<file path="config.mk">
export PLATFORM = sky130hd
export DESIGN_NAME = id_branch_stage
export DESIGN_NICKNAME = d
export VERILOG_FILES = /design/src/rtl/id_branch_stage_pkg.sv /design/src/rtl/id_branch_stage_br_resolve.sv /design/src/rtl/id_branch_stage.sv
export SDC_FILE = /design/constraint.sdc
export NUM_CORES = 1
export LEC_CHECK = 0
export ABC_CLOCK_PERIOD_IN_PS = 10000
export BUFFER_PORTS_ARGS = -buffer_cell sky130_fd_sc_hd__buf_2
export CAP_MARGIN = 5
export CORE_MARGIN = 1.5
export CORE_UTILIZATION = 30
export CTS_CLUSTER_DIAMETER = 80
export DETAILED_ROUTE_END_ITERATION = 8
export PLACE_DENSITY = 0.65
export SYNTH_ARGS = -nofsm -noshare
export SYNTH_HDL_FRONTEND = slang
export SYNTH_SLANG_ARGS = --single-unit
</file>
<file path="constraint.sdc">
create_clock -name clk -period 10 [get_ports clk]
set_input_delay 2.5 -clock clk [delete_from_list [all_inputs] [get_ports clk]]
set_output_delay 2.5 -clock clk [all_outputs]
set_load 0.02 [all_outputs]
</file>
<file path="src/rtl/id_branch_stage_pkg.sv">
// rtl/id_branch_stage_pkg.sv - bundle widths, reset PC and LoongArch branch opcodes
package id_branch_stage_pkg;

   localparam int          IF2ID_LEN = 64;
   localparam int          ID2EX_LEN = 128;
   localparam logic [31:0] RESET_PC  = 32'h1bfffffc;

   localparam logic [5:0] OP_JIRL = 6'h13;
   localparam logic [5:0] OP_B    = 6'h14;
   localparam logic [5:0] OP_BL   = 6'h15;
   localparam logic [5:0] OP_BEQ  = 6'h16;
   localparam logic [5:0] OP_BNE  = 6'h17;
   localparam logic [5:0] OP_BLT  = 6'h18;
   localparam logic [5:0] OP_BGE  = 6'h19;
   localparam logic [5:0] OP_BLTU = 6'h1a;
   localparam logic [5:0] OP_BGEU = 6'h1b;

   typedef struct packed {
      logic [31:0] inst;
      logic [31:0] pc;
   } if2id_t;

   // Conditional branches compare rj against rd, so port 2 must read rd for them.
   function automatic logic is_cond_branch(input logic [5:0] op);
      return (op >= OP_BEQ) && (op <= OP_BGEU);
   endfunction

endpackage

</file>
<file path="src/rtl/id_branch_stage_br_resolve.sv">
// rtl/id_branch_stage_br_resolve.sv - combinational branch decode, condition and target
module br_resolve
   import id_branch_stage_pkg::*;
(
   input  logic [31:0] pc,
   input  logic [31:0] inst,
   input  logic [31:0] rj_value,
   input  logic [31:0] rkd_value,
   output logic        is_branch,
   output logic        cond,
   output logic [31:0] target
);

   logic [5:0]  op;
   logic [31:0] off18;
   logic [31:0] off28;

   assign op    = inst[31:26];
   assign off18 = {{14{inst[25]}}, inst[25:10], 2'b00};
   assign off28 = {{4{inst[9]}}, inst[9:0], inst[25:10], 2'b00};

   always_comb begin
      is_branch = 1'b1;
      cond      = 1'b0;
      target    = pc + off18;
      case (op)
         OP_JIRL: begin
            cond   = 1'b1;
            target = rj_value + off18;
         end
         OP_B, OP_BL: begin
            cond   = 1'b1;
            target = pc + off28;
         end
         OP_BEQ:  cond = (rj_value == rkd_value);
         OP_BNE:  cond = (rj_value != rkd_value);
         OP_BLT:  cond = ($signed(rj_value) <  $signed(rkd_value));
         OP_BGE:  cond = ($signed(rj_value) >= $signed(rkd_value));
         OP_BLTU: cond = (rj_value <  rkd_value);
         OP_BGEU: cond = (rj_value >= rkd_value);
         default: is_branch = 1'b0;
      endcase
   end

endmodule

</file>
<file path="src/rtl/id_branch_stage.sv">
// rtl/id_branch_stage.sv - ID pipeline register, operand read and branch resolution
module id_branch_stage
   import id_branch_stage_pkg::*;
(
   input  logic                 clk,
   input  logic                 reset,
   input  logic                 if_to_id_valid,
   input  logic [IF2ID_LEN-1:0] if_to_id_zip,
   output logic                 id_allowin,
   output logic                 br_taken,
   output logic [31:0]          br_target,
   output logic [4:0]           rf_raddr1,
   output logic [4:0]           rf_raddr2,
   input  logic [31:0]          rf_rdata1,
   input  logic [31:0]          rf_rdata2,
   input  logic                 id_stall,
   input  logic                 ex_allowin,
   output logic                 id_to_ex_valid,
   output logic [ID2EX_LEN-1:0] id_to_ex_zip
);

   logic        id_valid_q, id_valid_d;
   logic [31:0] id_pc_q, id_pc_d;
   logic [31:0] id_inst_q, id_inst_d;
   logic        id_ready_go;
   logic        is_branch;
   logic        cond;
   if2id_t      fetch;

   assign fetch          = if_to_id_zip;
   assign id_ready_go    = ~id_stall;
   assign id_allowin     = ~id_valid_q | (id_ready_go & ex_allowin);
   assign id_to_ex_valid = id_valid_q & id_ready_go;

   assign rf_raddr1 = id_inst_q[9:5];
   assign rf_raddr2 = is_cond_branch(id_inst_q[31:26]) ? id_inst_q[4:0] : id_inst_q[14:10];

   br_resolve u_br_resolve (
      .pc        (id_pc_q),
      .inst      (id_inst_q),
      .rj_value  (rf_rdata1),
      .rkd_value (rf_rdata2),
      .is_branch (is_branch),
      .cond      (cond),
      .target    (br_target)
   );

   assign br_taken     = id_valid_q & id_ready_go & is_branch & cond;
   assign id_to_ex_zip = {id_pc_q, id_inst_q, rf_rdata1, rf_rdata2};

   // The fetch arriving alongside a taken branch is the wrong-path slot: kept but marked invalid.
   always_comb begin
      id_valid_d = id_valid_q;
      id_pc_d    = id_pc_q;
      id_inst_d  = id_inst_q;
      if (id_allowin) begin
         id_valid_d = if_to_id_valid & ~br_taken;
         if (if_to_id_valid) begin
            id_pc_d   = fetch.pc;
            id_inst_d = fetch.inst;
         end
      end
   end

   always_ff @(posedge clk) begin
      if (reset) begin
         id_valid_q <= 1'b0;
         id_pc_q    <= RESET_PC;
         id_inst_q  <= 32'h0;
      end else begin
         id_valid_q <= id_valid_d;
         id_pc_q    <= id_pc_d;
         id_inst_q  <= id_inst_d;
      end
   end

endmodule

</file>
# Word level (Yosys, flattened, before mapping)
# Cells that the tools add are included.
dict set report totals {
  reg_bits 65
  out_inout_bits 173
  wordCells 41
}
dict set report op_classes {
  add_sub_neg 3
  magnitude_cmp 6
  n_eq_ne 11
  muxes 4
  bitwise_logic 9
  n_reduce_logical 5
}
# operator n
set op_table {}
lappend op_table {{$add A32 B32 Y32} 3}
lappend op_table {{$ge A32 B32 Y1} 2}
lappend op_table {{$lt A32 B32 Y1} 2}
lappend op_table {{$pmux W32 S2} 1}
lappend op_table {{$eq A6 B5 Y1 const B} 9}
lappend op_table {{$eq A32 B32 Y1} 1}
lappend op_table {{$ne A32 B32 Y1} 1}
lappend op_table {{$reduce_or A9 Y1} 1}
lappend op_table {{$pmux W1 S7} 1}
lappend op_table {{$ge A6 B5 Y1 const B} 1}
lappend op_table {{$le A6 B5 Y1 const B} 1}
lappend op_table {{$and A1 B1 Y1} 5}
lappend op_table {{$mux W5} 1}
lappend op_table {{$not A1 Y1} 3}
lappend op_table {{$reduce_or A3 Y1} 1}
lappend op_table {{$reduce_and A2 Y1} 1}
lappend op_table {{$reduce_or A2 Y1} 1}
lappend op_table {{$logic_and A1 B1 Y1} 1}
lappend op_table {{$mux W1} 1}
lappend op_table {{$or A1 B1 Y1} 1}

# Depth between registers and ports, before layout
# Gate-level depths: netlist of run 1.
dict set report logic_depth {
  ltp_word 7
  depth_mapped 16
}

# Hierarchy
# A second synthesis of run 1 with hierarchy kept.
dict set report hier_totals {
  hier_cells 988
  area_unflattened_um2 7713.6
}
# mod n_inst cells_per_inst area_per_inst_um2 seq_area_each_um2
set by_module_without_submodules {}
lappend by_module_without_submodules {br_resolve 1 607 4180.3 0.0}
lappend by_module_without_submodules {id_branch_stage 1 381 3533.4 1301.2}

# Worst setup path after synthesis of run 1
# OpenSTA, ideal clock, no wires.
dict set report synth_path {
  path_type {input to output}
  from {in rf_rdata1[2]}
  to {out br_target[20]}
  arrival_ps 5057
  required_ps 7500
  path_slack_ps 2443
  stages 13
  cell_sequence {ha_1 > inv_1 > fa_1 > nor2b_1 > o2111ai_1 > a21boi_1 > o211ai_1 > a21oi_1 > o41a_1 > nand4_1 > and4b_1 > xor2_1 > a21boi_0}
}
dict set report synth_via {
  elab_chain_len 2
}
# element line
set synth_rtl {}
lappend synth_rtl {{start: declaration} id_branch_stage.sv:14} ;# input logic [31:0] rf_rdata1,
lappend synth_rtl {{$add A32 B32 Y32} id_branch_stage_br_resolve.sv:29} ;# target = rj_value + off18;
lappend synth_rtl {{$pmux W32 S2} id_branch_stage_br_resolve.sv:26} ;# case (op)
lappend synth_rtl {{end: declaration} id_branch_stage.sv:11} ;# output logic [31:0] br_target,
# No other way between the ends.

# Worst setup path in the final report of run 1
# Ends and elaborated chain as after synthesis.

==> out/metrics.cfg, run 1 <==
[setup_path]
required_ns = 7.50
r2r-end = id_valid_q$_SDFFE_PP0N_
cp-end-kind = primary output
cp_max_fo = 5
reg2reg_depth = 6
arrival_ns = 5.69
reg2reg_from = id_inst_q[31]$_SDFFE_PP0P_
start_kind = input pin
startpoint = rf_rdata1[2]
ff2ff_setup_slack_ns = 7.85
crit_type = in -> out

[yosys]
ys.flop_type = dfxtp_1
syn_area_per_cell_um2 = 7.19
synth_seq_cells = 65
ys_async_sr_fraction_pct = 0
syn-num-nets = 1210
yosysTopAreaCellShare_pct = 18.4
ys_warn_count = 0
synth_edf_count = 0
synthesis.area_mm2 = 0.00708
synth_cell_types = 62
yosysTopAreaCell = dfxtp_1
yosysSeqAreaShare_pct = 18.4
synth_area_leaders = dfxtp_1 (18%), ha_1 (16%), nand2_1 (9.9%)
syn_inst = 985

[clock_network]
cts_root_buf = clkbuf_16
cts.sinks = 65
postCtsSetupBuffers = 0
clockBufferDepth = 2
cts_hold_buf = 0
h-tree-depth = 3
cts_buffers = 9
cts_tree = done
clk_latency_ns = 0.34
ctsResizeCount = 0
path_clk_slew_ns = 0.05

[drt]
drt.antenna.violating_nets = 0
firstDrtPassIters = 4
drtIter0Drc = 288
drc = 0
routed_wl_um = 24200
vias_per_cell = 4.88
vias = 7466
routedWlPerCell_um = 15.8

[sta]
period_minus_slack_ns = 8.19
worst_clock_skew_ns = 0.00818
tightest_slew_ns = 1.20
rsz0062_at_grt = no
fmax_mhz = 122
setup_violations = 0
drv_slew = 0
max_slew_margin_pct = 20.1
setup_tns_ns = 0
finalHoldViolCount = 0
final_min_period_over_clock_period_pct = 81.9

[grt]
use_met2_pct = 30.6
use_met3_pct = 2.94
use_met1_pct = 26.4
antenna_found_initial = 4
busiest_layer = met2
grt.overflow.total = 0
grt_pass1_wl_um = 36000
grt_usage_pct = 19.0
grt_max_degree = 66
grt_pass1_vias = 6590

[hold_path]
min_from = id_inst_q[31]$_SDFFE_PP0P_
holdPathEnd = id_inst_q[31]$_SDFFE_PP0P_
min_path_cells = 2
min_path_type = reg -> reg

[floorplanning]
coreArea_mm2 = 0.0233
start_util_pct = 30.4
rows = 56
die_w_um = 157
dieHeight_um = 157
dieArea_mm2 = 0.0245
io_pins = 306

[finish]
syn_to_final_growth_pct = 23.0
stdcell_area_mm2 = 0.00871
drive_above_1_share_pct = 28.7
layout.nets = 1430

[power]
pwr-share-seq_pct = 26.2
leakagePower_nw = 4.55
p_sw_mw = 0.477
clkPwrFrac_pct = 27.4
ir_worst_vdd_mv = 0.0676
swShare_pct = 41.4
pwr-share-comb_pct = 46.4
intPower_mw = 0.675
p_per_area_mw_per_mm2 = 132

[placed_design]
routabilityCongestion = 0.867
dp_hpwl_um = 19500
port_buffers = 305
dpl-instance-area_mm2 = 0.00841

[flow_run]
maxCapViolations = 0

[outcome]
status = complete, no violations

[routing by layer]
metal  vias up  routed length (um)
met1      3401               11700
li1       3810                   -
met4         4                 259
met5         -                  23
met2       229               11000
met3        22                1240
[per-stage QoR]
step | worst slack (ns) | std cells | hold WS, ns | util [%] | power [mW]
5_1_grt | 1.66 | 1529 | 0.495 | 37.3 | 1.23
4_1_cts | 1.77 | 1529 | 0.477 | 37.3 | 1.16
3_5_place_dp | 1.78 | 1513 | 0.468 | 36.1 | 0.841
6_report | 1.81 | 1530 | 0.478 | 37.3 | 1.15
2_1_floorplan | 2.44 | 985 | 0.542 | - | 0.681
3_3_place_gp | 1.79 | 1513 | 0.463 | 36.1 | 0.837
[worst max path at each step]
stage | to | slack, ns | cells past startpoint
final | br_target[20] | 1.81 | 15
after global routing | br_taken | 1.66 | 11
after CTS | br_taken | 1.77 | 11
after detailed placement | br_taken | 1.78 | 11
after global placement | br_taken | 1.79 | 11
after floorplan | br_target[20] | 2.44 | 13
[power groups by stage]
| stage | Clock (mW) | Combinational, mW | Sequential (mW) |
|---|---|---|---|
| floorplan | 0 | 0.362 | 0.319 |
| global placement | 0 | 0.529 | 0.308 |
| detailed placement | 0 | 0.533 | 0.308 |
| CTS | 0.326 | 0.536 | 0.302 |
| global route | 0.337 | 0.589 | 0.305 |
| finish | 0.316 | 0.535 | 0.302 |
[cell usage after synthesis, drive strengths merged, types with 13 or more instances]
cell type / n
a21o: 27
a21oi: 93
buf: 69
clkbuf: 31
dfxtp: 65
ha: 90
inv: 58
nand2: 187
nand2b: 13
nand3: 19
nand3b: 25
nor2: 51
nor3: 19
o21ai: 56
xnor2: 26
xor2: 20
[sequential cells by signal, indices dropped and copies added (netlist names)]
register    cells
id_inst_q      32
id_pc_q        32
id_valid_q      1
[cell usage in the layout, fill, tap and decap left out, types with 4 or more instances in the layout]
master,n
xnor2_1,26
o21bai_1,7
or2_2,4
nand4_1,11
nand3b_1,25
a211oi_1,4
a21boi_0,4
nand2b_1,13
and2_1,4
a21oi_1,92
a31oi_1,7
xor2_1,20
dfxtp_1,65
inv_1,58
ha_1,90
buf_4,4
mux2_2,5
o31ai_1,7
o21a_1,5
o21ai_0,50
buf_2,305
o21ai_1,6
nand3_1,19
nor3_1,19
clkbuf_16,9
mux2i_1,4
and3_1,8
nand2_1,186
a21o_1,27
o211ai_1,4
nor2_1,51
nor2b_1,11
[cell type report]
cell class | instances | area [um^2]
repair buffers | 309 | 1560
flip-flops and latches | 65 | 1300
multi-input cells | 762 | 4940
diodes | 1 | 2.50
clock buffers | 9 | 225
well taps | 319 | 399
clock inverters | 7 | 71.3
inverters | 58 | 218
fillers | 2535 | 14600
[cell families after synthesis]
kind of cell / after synthesis / synth area share (%)
flops: 65 / 18.4
compound gates: 247 / 21.9
fa+ha+maj: 92 / 16.5
buf+inv: 158 / 12.0
simple gates: 368 / 24.2
mux: 9 / 1.36
xor+xnor: 46 / 5.69
[worst max-delay path, stage by stage]
cell and delay, ns:
buf_2 0.10, ha_1 0.19, inv_1 0.06, fa_1 0.40
nor2b_1 0.16, o2111ai_1 0.17, a21boi_1 0.49, o211ai_1 0.20
a21oi_1 0.27, o41a_1 0.23, nand4_1 0.12, and4b_1 0.22
xor2_1 0.13, a21boi_0 0.23, buf_2 0.21
No activity file was read; power rests on OpenSTA's default activity.
==> run 2: changes to the inputs <==
--- a/config.mk
+++ b/config.mk
@@ -5,7 +5,7 @@
 export SDC_FILE = /design/constraint.sdc
 export NUM_CORES = 1
 export LEC_CHECK = 0
-export ABC_CLOCK_PERIOD_IN_PS = 10000
+export ABC_CLOCK_PERIOD_IN_PS = 8200
 export BUFFER_PORTS_ARGS = -buffer_cell sky130_fd_sc_hd__buf_2
 export CAP_MARGIN = 5
 export CORE_MARGIN = 1.5
==> constraint.sdc (replaced) <==
create_clock -name clk -period 8.2 [get_ports clk]
set_input_delay 2.05 -clock clk [delete_from_list [all_inputs] [get_ports clk]]
set_output_delay 2.05 -clock clk [all_outputs]
set_load 0.02 [all_outputs]
==> run 2 against run 1 <==
Net effect: register-to-register slack got worse by 2.0 ns; setup slack got worse by 0.90 ns; wire length increased by 1.0%; global-route usage increased by 0.33 points; sequential power increased by 22%; critical path depth unchanged; first-iteration DRC count increased by 20%; sequential share of layout area decreased by 0.083 points; die area unchanged; core utilization increased by 0.21 points; critical endpoint unchanged; highest routed layer unchanged.
==> out/metrics.cfg, run 2 (synthesis gave the netlist of run 1 again) <==
[sta]
rsz0062_at_grt = no
setup_tns_ns = 0  ; unchanged
tightest_slew_ns = 1.22  ; +0.0192 ns
final_min_period_over_clock_period_pct = 88.8
setup_violations = 0  ; unchanged
finalHoldViolCount = 0  ; unchanged
fmax_mhz = 137
period_minus_slack_ns = 7.28
drv_slew = 0  ; unchanged
worst_clock_skew_ns = 0.0127  ; +0.00450 ns
max_slew_margin_pct = 18.8  ; -1.3 points

[clock_network]
postCtsSetupBuffers = 0  ; unchanged
cts_hold_buf = 0  ; unchanged
clockBufferDepth = 2  ; unchanged
clk_latency_ns = 0.35  ; about the same
h-tree-depth = 3  ; unchanged
cts_buffers = 9  ; unchanged
ctsResizeCount = 0  ; unchanged
cts_root_buf = clkbuf_16
cts_tree = done
cts.sinks = 65  ; unchanged
path_clk_slew_ns = 0.06  ; about the same

[finish]
multi_input_area_mm2 = 0.00494  ; unchanged
top_regs = id_inst_q: 32 flops, id_pc_q: 32 flops, id_valid_q: 1 flops
regArea_mm2 = 0.00130  ; unchanged
layout.nets = 1432  ; +0.14%
postLayoutCoreUtil_pct = 37.6  ; +0.21 points
fill_cells = 2528  ; -0.28%
layout_commonest_cell = buf_2
drive_above_1_share_pct = 28.8  ; +0.12 points
syn_to_final_growth_pct = 23.7
layout_common_cells = buf_2 (305), nand2_1 (186), a21oi_1 (92)
stdcell_area_mm2 = 0.00876  ; +0.56%

[hold_path]
min_from = id_inst_q[31]$_SDFFE_PP0P_
min_path_type = reg -> reg

[floorplanning]
io_pins = 306  ; unchanged
dieArea_mm2 = 0.0245  ; unchanged
die_w_um = 157  ; unchanged
start_util_pct = 30.4  ; unchanged
rows = 56  ; unchanged
dieHeight_um = 157  ; unchanged
coreArea_mm2 = 0.0233  ; unchanged

[setup_path]
arrival_ns = 5.23  ; -0.46 ns
required_ns = 6.15  ; -1.35 ns
reg2reg_from = id_inst_q[31]$_SDFFE_PP0P_
crit_type = in -> out
startpoint = rf_rdata1[2]
cp-end-kind = primary output
start_kind = input pin
cp_max_fo = 5  ; unchanged

[grt]
grt_pass1_wl_um = 36300  ; +1.0%
grt_pass1_vias = 6639  ; +0.74%
grt_max_degree = 66  ; unchanged
grt_usage_pct = 19.3  ; +0.33 points
grt.overflow.total = 0  ; unchanged
antenna_found_initial = 3  ; -1

[placed_design]
dp_hpwl_um = 19800  ; +1.5%
dpl-instance-area_mm2 = 0.00843  ; +0.18%
routabilityCongestion = 0.869  ; +0.25%
port_buffers = 305  ; unchanged

[drt]
firstDrtPassIters = 5  ; +1
drtIter0Drc = 347  ; +20%
drt.antenna.violating_nets = 0  ; unchanged
routedWlPerCell_um = 15.9  ; +0.82%
vias_per_cell = 4.88  ; about the same
routed_wl_um = 24400  ; +1.0%
vias = 7476  ; +0.13%
drc = 0  ; unchanged

[flow_run]
maxCapViolations = 0  ; unchanged

[power]
leakagePower_nw = 4.58  ; +0.66%
p_total_mw = 1.45  ; +26%
p_per_area_mw_per_mm2 = 166  ; +25%
ir_worst_vdd_mv = 0.0976  ; +44%

[outcome]
status = complete, no violations

run 2: cell type report:
class                      instances  area share [%]
sequential                        65            14.9
clock buffer                       9            2.57
clock inverter                     7            1.17
multi-input combinational        762            56.4
inverter                          58            2.48
timing repair buffer             311            17.9
antenna                            2          0.0571
tap                              319            4.56
run 2: through the flow:
| step | std cells | hold WS, ns | setup slack [ns] |
|---|---|---|---|
| final | 1533 | 0.476 | 0.916 |
| after global routing | 1531 | 0.503 | 0.767 |
| after CTS | 1531 | 0.472 | 0.969 |
| after detailed placement | 1515 | 0.462 | 0.975 |
| after global placement | 1515 | 0.457 | 1.01 |
| after floorplan | 985 | 0.542 | 1.54 |
run 2: critical path, cell delays in order:
cell	delay (ns)
buf_2	0.11
ha_1	0.20
inv_1	0.07
fa_1	0.41
nor2b_1	0.17
o2111ai_1	0.17
a21boi_1	0.46
o211ai_1	0.20
a21oi_1	0.29
o41a_1	0.22
nand4_1	0.11
and4b_1	0.21
xor2_1	0.13
a21boi_0	0.22
buf_2	0.21
run 2: metal layers:
layer	wire length (um)	global-route usage [%]	vias up
met5	13	0	-
met4	343	4.85	2
met3	1360	3.18	23
met2	10900	31.3	248
met1	11800	26.5	3384
li1	-	-	3819
run 2: final timing paths:
kind,to,slack [ns],depth (start not counted)
worst max-delay path,br_target[20],0.92,15
worst min register to register,id_inst_q[31]$_SDFFE_PP0P_,0.48,2
worst max register to register,id_valid_q$_SDFFE_PP0N_,5.89,7
worst min-delay path,id_inst_q[31]$_SDFFE_PP0P_,0.48,2
run 2: power by group:
group / leakage (nW) / switching, mW / internal [mW] / total, mW
clock: 0.157 / 0.163 / 0.269 / 0.433
combinational: 3.89 / 0.402 / 0.251 / 0.654
sequential: 0.537 / 0.0303 / 0.338 / 0.368
==> run 3: changes to the inputs <==
--- a/config.mk
+++ b/config.mk
@@ -5,14 +5,16 @@
 export SDC_FILE = /design/constraint.sdc
 export NUM_CORES = 1
 export LEC_CHECK = 0
-export ABC_CLOCK_PERIOD_IN_PS = 8200
+export ABC_CLOCK_PERIOD_IN_PS = 6200
 export BUFFER_PORTS_ARGS = -buffer_cell sky130_fd_sc_hd__buf_2
 export CAP_MARGIN = 5
+export CELL_PAD_IN_SITES_DETAIL_PLACEMENT = 0
+export CELL_PAD_IN_SITES_GLOBAL_PLACEMENT = 1
 export CORE_MARGIN = 1.5
 export CORE_UTILIZATION = 30
 export CTS_CLUSTER_DIAMETER = 80
 export DETAILED_ROUTE_END_ITERATION = 8
-export PLACE_DENSITY = 0.65
+export PLACE_DENSITY = 0.87
 export SYNTH_ARGS = -nofsm -noshare
 export SYNTH_HDL_FRONTEND = slang
 export SYNTH_SLANG_ARGS = --single-unit
==> constraint.sdc (replaced) <==
create_clock -name clk -period 6.2 [get_ports clk]
set_input_delay 1.55 -clock clk [delete_from_list [all_inputs] [get_ports clk]]
set_output_delay 1.55 -clock clk [all_outputs]
set_load 0.02 [all_outputs]
==> run 3 against run 2 <==
Net effect: global-route usage is 0.36 points higher; combinational power is 34% higher; core utilization is 0.35 points higher; non-clock buffer count is 6 higher; hold slack worse by 0.0058 ns; final cell count is 0.33% higher; clock-buffer cell count stayed put; first-iteration DRC count is 2.3% higher; sequential share of layout area is 0.14 points lower; clock power is 34% higher; clock skew is 0.0030 ns lower; highest routed layer unchanged; final area is 0.93% higher.
==> out/metrics.cfg, run 3 (synthesis gave the netlist of run 1 again) <==
[setup_path]
slowest_delay_ns = 0.41  ; -0.05 ns
startpoint = rf_rdata1[2]
start_kind = input pin
arrival_ns = 4.45  ; -0.78 ns
crit_type = in -> out
cp_max_fo = 3  ; -2
cp-end-kind = primary output
path_cells = buf_2 -> ha_1 -> inv_1 -> fa_1 -> nor2b_2 -> o2111ai_2 -> a21boi_2 -> o211ai_1 -> a21oi_2 -> o41a_1 -> nand4_1 -> and4b_1 -> xor2_1 -> a21boi_0 -> buf_2
reg2reg_from = id_valid_q$_SDFFE_PP0N_
cpMaxStageDelayCell = fa_1
required_ns = 4.65  ; -1.50 ns
cp_common_cell = buf_2

[finish]
layout_common_cells = buf_2 (305), nand2_1 (186), a21oi_1 (91)
layout.nets = 1438  ; +0.42%
top_regs = id_inst_q: 32 flops, id_pc_q: 32 flops, id_valid_q: 1 flops
final_cells = 1538  ; +0.33%
layout_commonest_cell = buf_2
drive_above_1_share_pct = 29.6  ; +0.84 points
stdcell_area_mm2 = 0.00884  ; +0.93%
syn_to_final_growth_pct = 24.9

[hold_path]
min_from = id_pc_q[0]$_SDFFE_PP0P_
min_path_type = reg -> reg

[floorplanning]
die_w_um = 157  ; unchanged
dieArea_mm2 = 0.0245  ; unchanged
io_pins = 306  ; unchanged
start_util_pct = 30.4  ; unchanged
coreArea_mm2 = 0.0233  ; unchanged
dieHeight_um = 157  ; unchanged
rows = 56  ; unchanged

[clock_network]
cts_tree = done
cts.sinks = 65  ; unchanged
cts_root_buf = clkbuf_16
cts_buffers = 9  ; unchanged
clockBufferDepth = 2  ; unchanged
postCtsSetupBuffers = 0  ; unchanged
clk_latency_ns = 0.34  ; about the same
h-tree-depth = 3  ; unchanged
path_clk_slew_ns = 0.06  ; about the same

[sta]
fmax_mhz = 167
drv_slew = 0  ; unchanged
holdWs_ns = 0.471  ; -0.00582 ns
setup_violations = 0  ; unchanged
period_minus_slack_ns = 6.00
worst_clock_skew_ns = 0.00968  ; -0.00301 ns
final_min_period_over_clock_period_pct = 96.8
finalHoldViolCount = 0  ; unchanged
tightest_slew_ns = 0.724  ; -0.493 ns
max_slew_margin_pct = 51.7  ; +33 points

[power]
p_per_area_mw_per_mm2 = 219  ; +32%
p_total_mw = 1.94  ; +33%
ir_worst_vdd_mv = 0.141  ; +45%
leakagePower_nw = 4.61  ; +0.69%

[drt]
routed_wl_um = 24600  ; +0.77%
firstDrtPassIters = 5  ; unchanged
vias_per_cell = 4.90  ; +0.51%
drc = 0  ; unchanged
drt.antenna.violating_nets = 0  ; unchanged
drtIter0Drc = 355  ; +2.3%
vias = 7539  ; +0.84%
routedWlPerCell_um = 16.0  ; +0.44%

[grt]
use_met3_pct = 3.77  ; +0.58 points
grt_usage_pct = 19.7  ; +0.36 points
grt.overflow.total = 0  ; unchanged
grt_pass1_wl_um = 37300  ; +2.5%
busiest_layer = met2
grt_max_degree = 66  ; unchanged
antenna_found_initial = 2  ; -1
use_met2_pct = 32.7  ; +1.4 points
grt_pass1_vias = 6825  ; +2.8%
use_met1_pct = 26.4  ; -0.077 points

[placed_design]
place_inst = 1521  ; +0.40%
dpl-instance-area_mm2 = 0.00847  ; +0.53%
routabilityCongestion = 0.833  ; -4.1%
port_buffers = 305  ; unchanged
dp_hpwl_um = 19800  ; -0.11%

[flow_run]
maxCapViolations = 0  ; unchanged

[outcome]
status = complete, no violations

==> run 3: power by group <==
group          leakage, nW  internal [mW]  switching [mW]
sequential           0.537          0.447          0.0365
combinational         3.92          0.337           0.541
clock                0.158          0.357           0.222
==> run 3: final cells by class <==
type	count	area (um^2)
fill	2551	14500
multi-input combinational	762	4980
timing repair buffer	317	1620
sequential	65	1300
tap	319	399
clock buffer	9	225
inverter	58	218
clock inverter	7	101
antenna	1	2.50
==> run 3: timing repair <==
action,in CTS,in global routing
endpoints found under the setup margin,0,6
hold buffers,0,0
endpoints found under the hold margin,0,0
resized for setup,0,8
==> run 3: worst max-delay path, delay by kind of cell <==
family                     cells  cell delay, ns
xor gates and xnor gates       1            0.13
and+or+nand+nor                3            0.51
AOI/OAI and AO/OA              6            1.27
buffers and inverters          3            0.40
adders and majority gates      2            0.61
==> run 3: worst paths after layout <==
check	to	cells after the start	slack, ns
min	id_pc_q[0]$_SDFFE_PP0P_	2	0.47
max	br_target[20]	15	0.20
max reg2reg	id_inst_q[3]$_SDFFE_PP0P_	5	4.22
min reg2reg	id_pc_q[0]$_SDFFE_PP0P_	2	0.47
==> run 3: through the flow <==
stage	setup TNS, ns	utilization (%)	setup WS (ns)
after floorplan	0	-	0.543
after global placement	0	36.3	0.141
after detailed placement	0	36.3	0.0575
after CTS	0	37.7	0.0474
after global routing	-0.00286	37.9	-0.00286
final	0	37.9	0.199
==> run 3: metal layers <==
layer | vias to the layer above | wire length, um | share of wire (%)
li1 | 3837 | - | -
met1 | 3419 | 11600 | 47
met2 | 265 | 11300 | 46
met3 | 16 | 1350 | 5.5
met4 | 2 | 258 | 1.0
met5 | - | 13 | 0.053
